## src/rtl/frame_streamer_if.sv

```systemverilog
// Pixel stream bundle between frame_streamer and CHIP.
// Master drives pixel/valid/markers; slave returns ready.
interface frame_streamer_if;
  logic [7:0] o_pixel;
  logic       o_valid;
  logic       o_frame_start;
  logic       o_last;
  logic       i_ready;

  modport master (
    output o_pixel,
    output o_valid,
    output o_frame_start,
    output o_last,
    input  i_ready
  );

  modport slave (
    input  o_pixel,
    input  o_valid,
    input  o_frame_start,
    input  o_last,
    output i_ready
  );
endinterface

```

## src/rtl/frame_streamer.sv

```systemverilog
// Streams one raster-order frame from memory into CHIP per i_go.
// Optional row gap: define STREAMER_LINE_GAP_EN.
module frame_streamer #(
  parameter int WIDTH     = 640,
  parameter int HEIGHT    = 480,
  parameter int ADDR_W    = 19,
  parameter int BASE_ADDR = 0,
  parameter int LINE_GAP  = 4
) (
  input  logic              i_clk,
  input  logic              i_rst,
  input  logic              i_go,
  frame_streamer_if.master  strm,
  output logic              o_busy,
  output logic              o_done,
  output logic              mem_ren,
  output logic [ADDR_W-1:0] mem_addr,
  input  logic [7:0]        mem_q
);

  localparam int XW = (WIDTH  > 1) ? $clog2(WIDTH)  : 1;
  localparam int YW = (HEIGHT > 1) ? $clog2(HEIGHT) : 1;
  localparam int GW = (LINE_GAP > 0) ? $clog2(LINE_GAP + 1) : 1;

  localparam logic [XW-1:0] X_MAX = XW'(WIDTH - 1);
  localparam logic [YW-1:0] Y_MAX = YW'(HEIGHT - 1);

  localparam logic [1:0] S_IDLE  = 2'd0;
  localparam logic [1:0] S_RUN   = 2'd1;
  localparam logic [1:0] S_DRAIN = 2'd2;
  localparam logic [1:0] S_GAP   = 2'd3;

  typedef struct packed {
    logic       fs;
    logic       last;
    logic [7:0] pix;
  } ent_t;

  logic [1:0]        state;
  logic [XW-1:0]     x;
  logic [YW-1:0]     y;
  logic [ADDR_W-1:0] addr;
  logic [GW-1:0]     gcnt;

  logic rd_q;
  logic rd_fs;
  logic rd_last;

  ent_t hd;
  ent_t tl;
  logic hd_v;
  logic tl_v;
  logic done_q;

  logic       pop;
  logic [1:0] load;
  logic       first_rd;
  logic       last_rd;
  ent_t       in_e;

  assign pop      = hd_v & strm.i_ready;
  // A slot freed by this cycle's pop may be refilled, giving 1 pixel/cycle.
  assign load     = {1'b0, hd_v} + {1'b0, tl_v} + {1'b0, rd_q} - {1'b0, pop};
  assign mem_ren  = (state == S_RUN) && (load < 2'd2);
  assign mem_addr = addr;
  assign first_rd = (x == '0) && (y == '0);
  assign last_rd  = (x == X_MAX) && (y == Y_MAX);
  assign in_e     = {rd_fs, rd_last, mem_q};

  assign strm.o_valid       = hd_v;
  assign strm.o_pixel       = hd.pix;
  assign strm.o_frame_start = hd_v & hd.fs;
  assign strm.o_last        = hd_v & hd.last;
  assign o_busy             = (state != S_IDLE);
  assign o_done             = done_q;

  always_ff @(posedge i_clk) begin
    if (i_rst) begin
      state <= S_IDLE;
      x     <= '0;
      y     <= '0;
      addr  <= '0;
      gcnt  <= '0;
    end else begin
      unique case (state)
        S_IDLE: begin
          if (i_go) begin
            state <= S_RUN;
            x     <= '0;
            y     <= '0;
            addr  <= ADDR_W'(BASE_ADDR);
          end
        end
        S_RUN: begin
          if (mem_ren) begin
            addr <= addr + ADDR_W'(1);
            if (x == X_MAX) begin
              x <= '0;
              y <= y + YW'(1);
            end else begin
              x <= x + XW'(1);
            end
            if (last_rd) begin
              state <= S_DRAIN;
`ifdef STREAMER_LINE_GAP_EN
            end else if (x == X_MAX && LINE_GAP != 0) begin
              state <= S_GAP;
              gcnt  <= GW'(LINE_GAP);
`endif
            end
          end
        end
        S_GAP: begin
          gcnt <= gcnt - GW'(1);
          if (gcnt <= GW'(1)) state <= S_RUN;
        end
        S_DRAIN: begin
          if (pop && hd.last) state <= S_IDLE;
        end
        default: state <= S_IDLE;
      endcase
    end
  end

  always_ff @(posedge i_clk) begin
    if (i_rst) begin
      rd_q    <= 1'b0;
      rd_fs   <= 1'b0;
      rd_last <= 1'b0;
      done_q  <= 1'b0;
    end else begin
      rd_q    <= mem_ren;
      rd_fs   <= first_rd;
      rd_last <= last_rd;
      done_q  <= pop && hd.last;
    end
  end

  // Head register is the output; tail only fills while the head is stalled.
  always_ff @(posedge i_clk) begin
    if (i_rst) begin
      hd   <= '0;
      tl   <= '0;
      hd_v <= 1'b0;
      tl_v <= 1'b0;
    end else if (pop) begin
      if (tl_v) begin
        hd   <= tl;
        tl   <= in_e;
        tl_v <= rd_q;
      end else begin
        hd   <= in_e;
        hd_v <= rd_q;
      end
    end else if (rd_q) begin
      if (!hd_v) begin
        hd   <= in_e;
        hd_v <= 1'b1;
      end else begin
        tl   <= in_e;
        tl_v <= 1'b1;
      end
    end
  end

endmodule

```

## src/flat_wrapper.sv

```systemverilog
// flat-port wrapper written by rule: the top's interface ports become plain ports
module frame_streamer_flat 
#(
  parameter int WIDTH     = 640,
  parameter int HEIGHT    = 480,
  parameter int ADDR_W    = 19,
  parameter int BASE_ADDR = 0,
  parameter int LINE_GAP  = 4
)
  (i_clk, i_rst, i_go, o_busy, o_done, mem_ren, mem_addr, mem_q, strm_o_pixel, strm_o_valid, strm_o_frame_start, strm_o_last, strm_i_ready);
  frame_streamer_if strm_i ();
  input  logic i_clk;
  input  logic i_rst;
  input  logic i_go;
  output logic o_busy;
  output logic o_done;
  output logic mem_ren;
  output logic [ADDR_W-1:0] mem_addr;
  input  logic [7:0] mem_q;
  output wire logic [$bits(strm_i.o_pixel)-1:0] strm_o_pixel;
  output wire logic [$bits(strm_i.o_valid)-1:0] strm_o_valid;
  output wire logic [$bits(strm_i.o_frame_start)-1:0] strm_o_frame_start;
  output wire logic [$bits(strm_i.o_last)-1:0] strm_o_last;
  input wire logic [$bits(strm_i.i_ready)-1:0] strm_i_ready;
  assign strm_o_pixel = strm_i.o_pixel;
  assign strm_o_valid = strm_i.o_valid;
  assign strm_o_frame_start = strm_i.o_frame_start;
  assign strm_o_last = strm_i.o_last;
  assign strm_i.i_ready = strm_i_ready;
  frame_streamer #(.WIDTH(WIDTH), .HEIGHT(HEIGHT), .ADDR_W(ADDR_W), .BASE_ADDR(BASE_ADDR), .LINE_GAP(LINE_GAP)) u_core (.i_clk(i_clk), .i_rst(i_rst), .i_go(i_go), .strm(strm_i), .o_busy(o_busy), .o_done(o_done), .mem_ren(mem_ren), .mem_addr(mem_addr), .mem_q(mem_q));
endmodule
```

## config.mk

```make
export PLATFORM = sky130hd
export DESIGN_NAME = frame_streamer_flat
export DESIGN_NICKNAME = d
export VERILOG_FILES = /design/src/rtl/frame_streamer_if.sv /design/src/rtl/frame_streamer.sv /design/src/flat_wrapper.sv
export SDC_FILE = /design/constraint.sdc
export NUM_CORES = 1
export LEC_CHECK = 0
export BUFFER_PORTS_ARGS = -buffer_cell sky130_fd_sc_hd__buf_2
export CORE_MARGIN = 1.5
export CORE_UTILIZATION = 60
export CTS_CLUSTER_DIAMETER = 30
export CTS_CLUSTER_SIZE = 30
export DETAILED_ROUTE_END_ITERATION = 10
export HOLD_SLACK_MARGIN = 0.05
export PLACE_DENSITY = 0.81
export SLEW_MARGIN = 20
export SYNTH_ARGS = -nofsm -noshare
export SYNTH_HDL_FRONTEND = slang
export SYNTH_SLANG_ARGS = --single-unit
```

## constraint.sdc

```tcl
create_clock -name i_clk -period 6.5 [get_ports i_clk]
set_input_delay 0.325 -clock i_clk [delete_from_list [all_inputs] [get_ports i_clk]]
set_output_delay 0.325 -clock i_clk [all_outputs]
set_load 0.02 [all_outputs]
```

==> qor.yml <==
crit_path_top_delay_cell: "mux2i_2"
clk_path_buf_depth: 2
multi_input_area_um2: 1890
rsz0062_at_grt: "no"
insertion_delay_ns: 0.33
ant_nets: 0
h-tree-depth: 3
drv_slew: 0
grt_pass1_wl_um: 12800
cts.sinks: 69
areaGrowthSynthToFinish_pct: 12.6
synth.distinct_cells: 48
coreArea_um2: 5540
status: "completed"
power_density_nw_per_um2: 263
port_buffers: 44
grt_pass1_vias: 2825
post_cts_buffers: 0
die_area_um2: 6270
finalCritPeriodShare_pct: 47.7
cp.required_ns: 6.78
crit_type: "flip-flop to flip-flop"
fmax_mhz: 323
path_cells: "inv_1 > ha_1 > buf_4 > mux2i_2 > nor2_1 > or2_1 > or4_1 > nand2_1"
crit_buf_inv: 2
grt.overflow.total: 0
maxCapViolCount: 0
finalNonFillerCells: 496
netlist_area_um2: 3480
antenna_cells: 0
finalHoldViolCount: 0
drt_iter0_drc: 182
finalSetupViolCount: 0
worst-r2r-setup-slack_ns: 3.40
fin_tns_setup_ns: 0
syn_nets: 417
seq_area_frac_synth_pct: 39.7
place_inst: 481
initial_core_util_pct: 62.9
routedWlPerCell_um: 15.0
worst_pin_slew_ns: 0.942
drive_gt1_share_pct: 17.0
p_leak_uw: 0.00153
finClkSkew_ns: 0.00516
slowest_delay_ns: 0.78
yosysWarnings: 0
ir_worst_vdd_mv: 0.141
synth-seq-cells: 69
antenna_found_initial: 0
cp.arrival_ns: 3.38
drt_first_pass_iters: 4
holdBufCountCts: 0
end_kind: "flip-flop"
final-seq-area_um2: 1380
nNetsFinal: 446
drt-vias-per-instance: 5.89
synth.avg_cell_area_um2: 8.91
cts_tree: "done"
nFillCells: 438
fin_area_um2: 3920
crit_path_start_kind: "flip-flop"
relSlewSlack_pct: 35.9
cts_root_buf: "clkbuf_8"
synthCells: 391
drc: 0
hold_path.class: "input port to flip-flop"
grt_max_degree: 40
die_w_um: 79.2
wl_um: 7460
die_h_um: 79.2
place_congestion: 0.834
cts_made_buffers: 9
rows: 27
track_usage_pct: 25.8
dpl.hpwl_um: 4980
pin_count: 45
vias: 2921
period_needed_ns: 3.10
cts_resized: 0
dpl_cell_area_um2: 3670
cp_max_fo: 35
clk_pin_slew_ns: 0.07
crit_family: "simple AND/OR/NAND/NOR gates"
-- state kept, by name, indices dropped and copies added (netlist names) --
signal               count
u_core.strm.o_valid      1
u_core.state             2
u_core.x                10
u_core.tl               10
u_core.tl_v              1
u_core.rd_fs             1
u_core.rd_last           1
u_core.rd_q              1
u_core.o_done            1
u_core.mem_addr         19
u_core.hd                2
u_core.y                 9
u_core.gcnt              3
u_core.strm.o_pixel      8
-- cell usage in the layout (no fill, tap or decap), drive strengths merged, types with 2 or more instances in the layout --
master   netlist  layout
o21ai          8       8
nand3b         2       2
dfxtp         69      69
buf           15      48
nor2b          5       5
xnor2         27      27
and3           4       4
a21oi         19      19
and4           6       6
and2           3       3
clkbuf        15      11
or2            2       2
a2111oi       10      10
nand3         11      11
nand2b         4       4
mux2i         24      24
o21bai         3       3
nor4           3       3
nand4         16      16
ha            14      14
nor2          56      56
or3            6       6
mux2           2       2
o32ai          2       2
a211oi        18      18
nor3           5       5
bufinv         0       3
nand2         14      14
inv           16      16
o211ai         2       2
-- layout make-up --
| type | count | area share, % |
|---|---|---|
| clock buffer | 11 | 3.86 |
| inverter | 16 | 1.53 |
| multi-input combinational | 276 | 48.3 |
| sequential | 69 | 35.2 |
| tap | 72 | 2.30 |
| clock inverter | 4 | 2.43 |
| timing repair buffer | 48 | 6.38 |
-- worst register-to-register path: stages, from the launching register on --
cell     delay, ns
dfxtp_1       0.39
inv_1         0.09
ha_1          0.18
buf_4         0.25
mux2i_2       0.78
nor2_1        0.11
or2_1         0.55
or4_1         0.62
nand2_1       0.08
-- cell families after synthesis --
kind of cell | share of synthesized area, %
simple gates | 19.9
compound gates | 14.4
buf+inv | 6.22
mux | 7.65
fa+ha+maj | 5.03
flops | 39.7
xor+xnor | 7.04
-- worst paths after layout --
check | from | endpoint | depth (start not counted)
worst max register to register | u_core.state[1] | u_core.y[4] | 8
worst min-delay path | mem_q[0] | u_core.tl[0] | 3
worst min register to register | u_core.tl[0] | u_core.tl[0] | 2
worst max-delay path | u_core.state[1] | u_core.y[4] | 8
-- synthesized netlist by cell type (all sizes together) --
cell / instances / area share, %
nor2b: 5 / 0.90
o41a: 1 / 0.32
or2: 2 / 0.36
xor2: 1 / 0.25
o211ai: 2 / 0.43
and2: 3 / 0.54
nand2b: 4 / 0.72
nand2: 14 / 1.5
dfxtp: 69 / 40
nor3b: 1 / 0.22
o32ai: 2 / 0.50
a211oi: 18 / 3.9
ha: 14 / 5.0
mux2i: 24 / 7.0
a2111oi: 10 / 3.2
o21a: 1 / 0.22
and4: 6 / 1.5
nor4: 3 / 0.54
a31oi: 1 / 0.18
o21ai: 8 / 1.1
nand4: 16 / 2.9
o31ai: 1 / 0.22
mux2: 2 / 0.65
clkbuf: 15 / 1.6
a21oi: 19 / 2.7
or4: 1 / 0.22
nand3: 11 / 1.6
buf: 15 / 2.9
nor2: 56 / 6.0
o21bai: 3 / 0.75
nand3b: 2 / 0.43
inv: 16 / 1.7
nor3: 5 / 0.72
a222oi: 1 / 0.29
or3: 6 / 1.1
and3: 4 / 0.72
a311oi: 1 / 0.25
xnor2: 27 / 6.8
a21bo: 1 / 0.29
-- where the power goes --
group	leakage, µW	switching (µW)	total (µW)	internal (µW)
logic	0.000844	105	155	49.8
clock network	0.000125	150	423	273
registers	0.000559	14.2	455	440
total	0.00153	270	1030	763
-- per-layer routing --
metal | routed length, µm | track usage [%] | up-vias
li1 | - | - | 1452
met1 | 3420 | 32.6 | 1373
met2 | 3570 | 41.6 | 76
met3 | 273 | 4.60 | 20
met4 | 191 | 14.0 | 0
met5 | 0 | 0 | -
-- metrics by stage --
step | setup WS, ns | utilization (%) | total power [µW] | hold slack [ns]
after floorplan | 3.88 | - | 587 | 0.454
after global placement | 3.60 | 66.3 | 610 | 0.471
after detailed placement | 3.44 | 66.3 | 617 | 0.487
after CTS | 3.42 | 70.8 | 1040 | 0.238
after global routing | 3.19 | 70.8 | 1080 | 0.259
final | 3.40 | 70.8 | 1030 | 0.244
(Power assumes the default switching activity.)
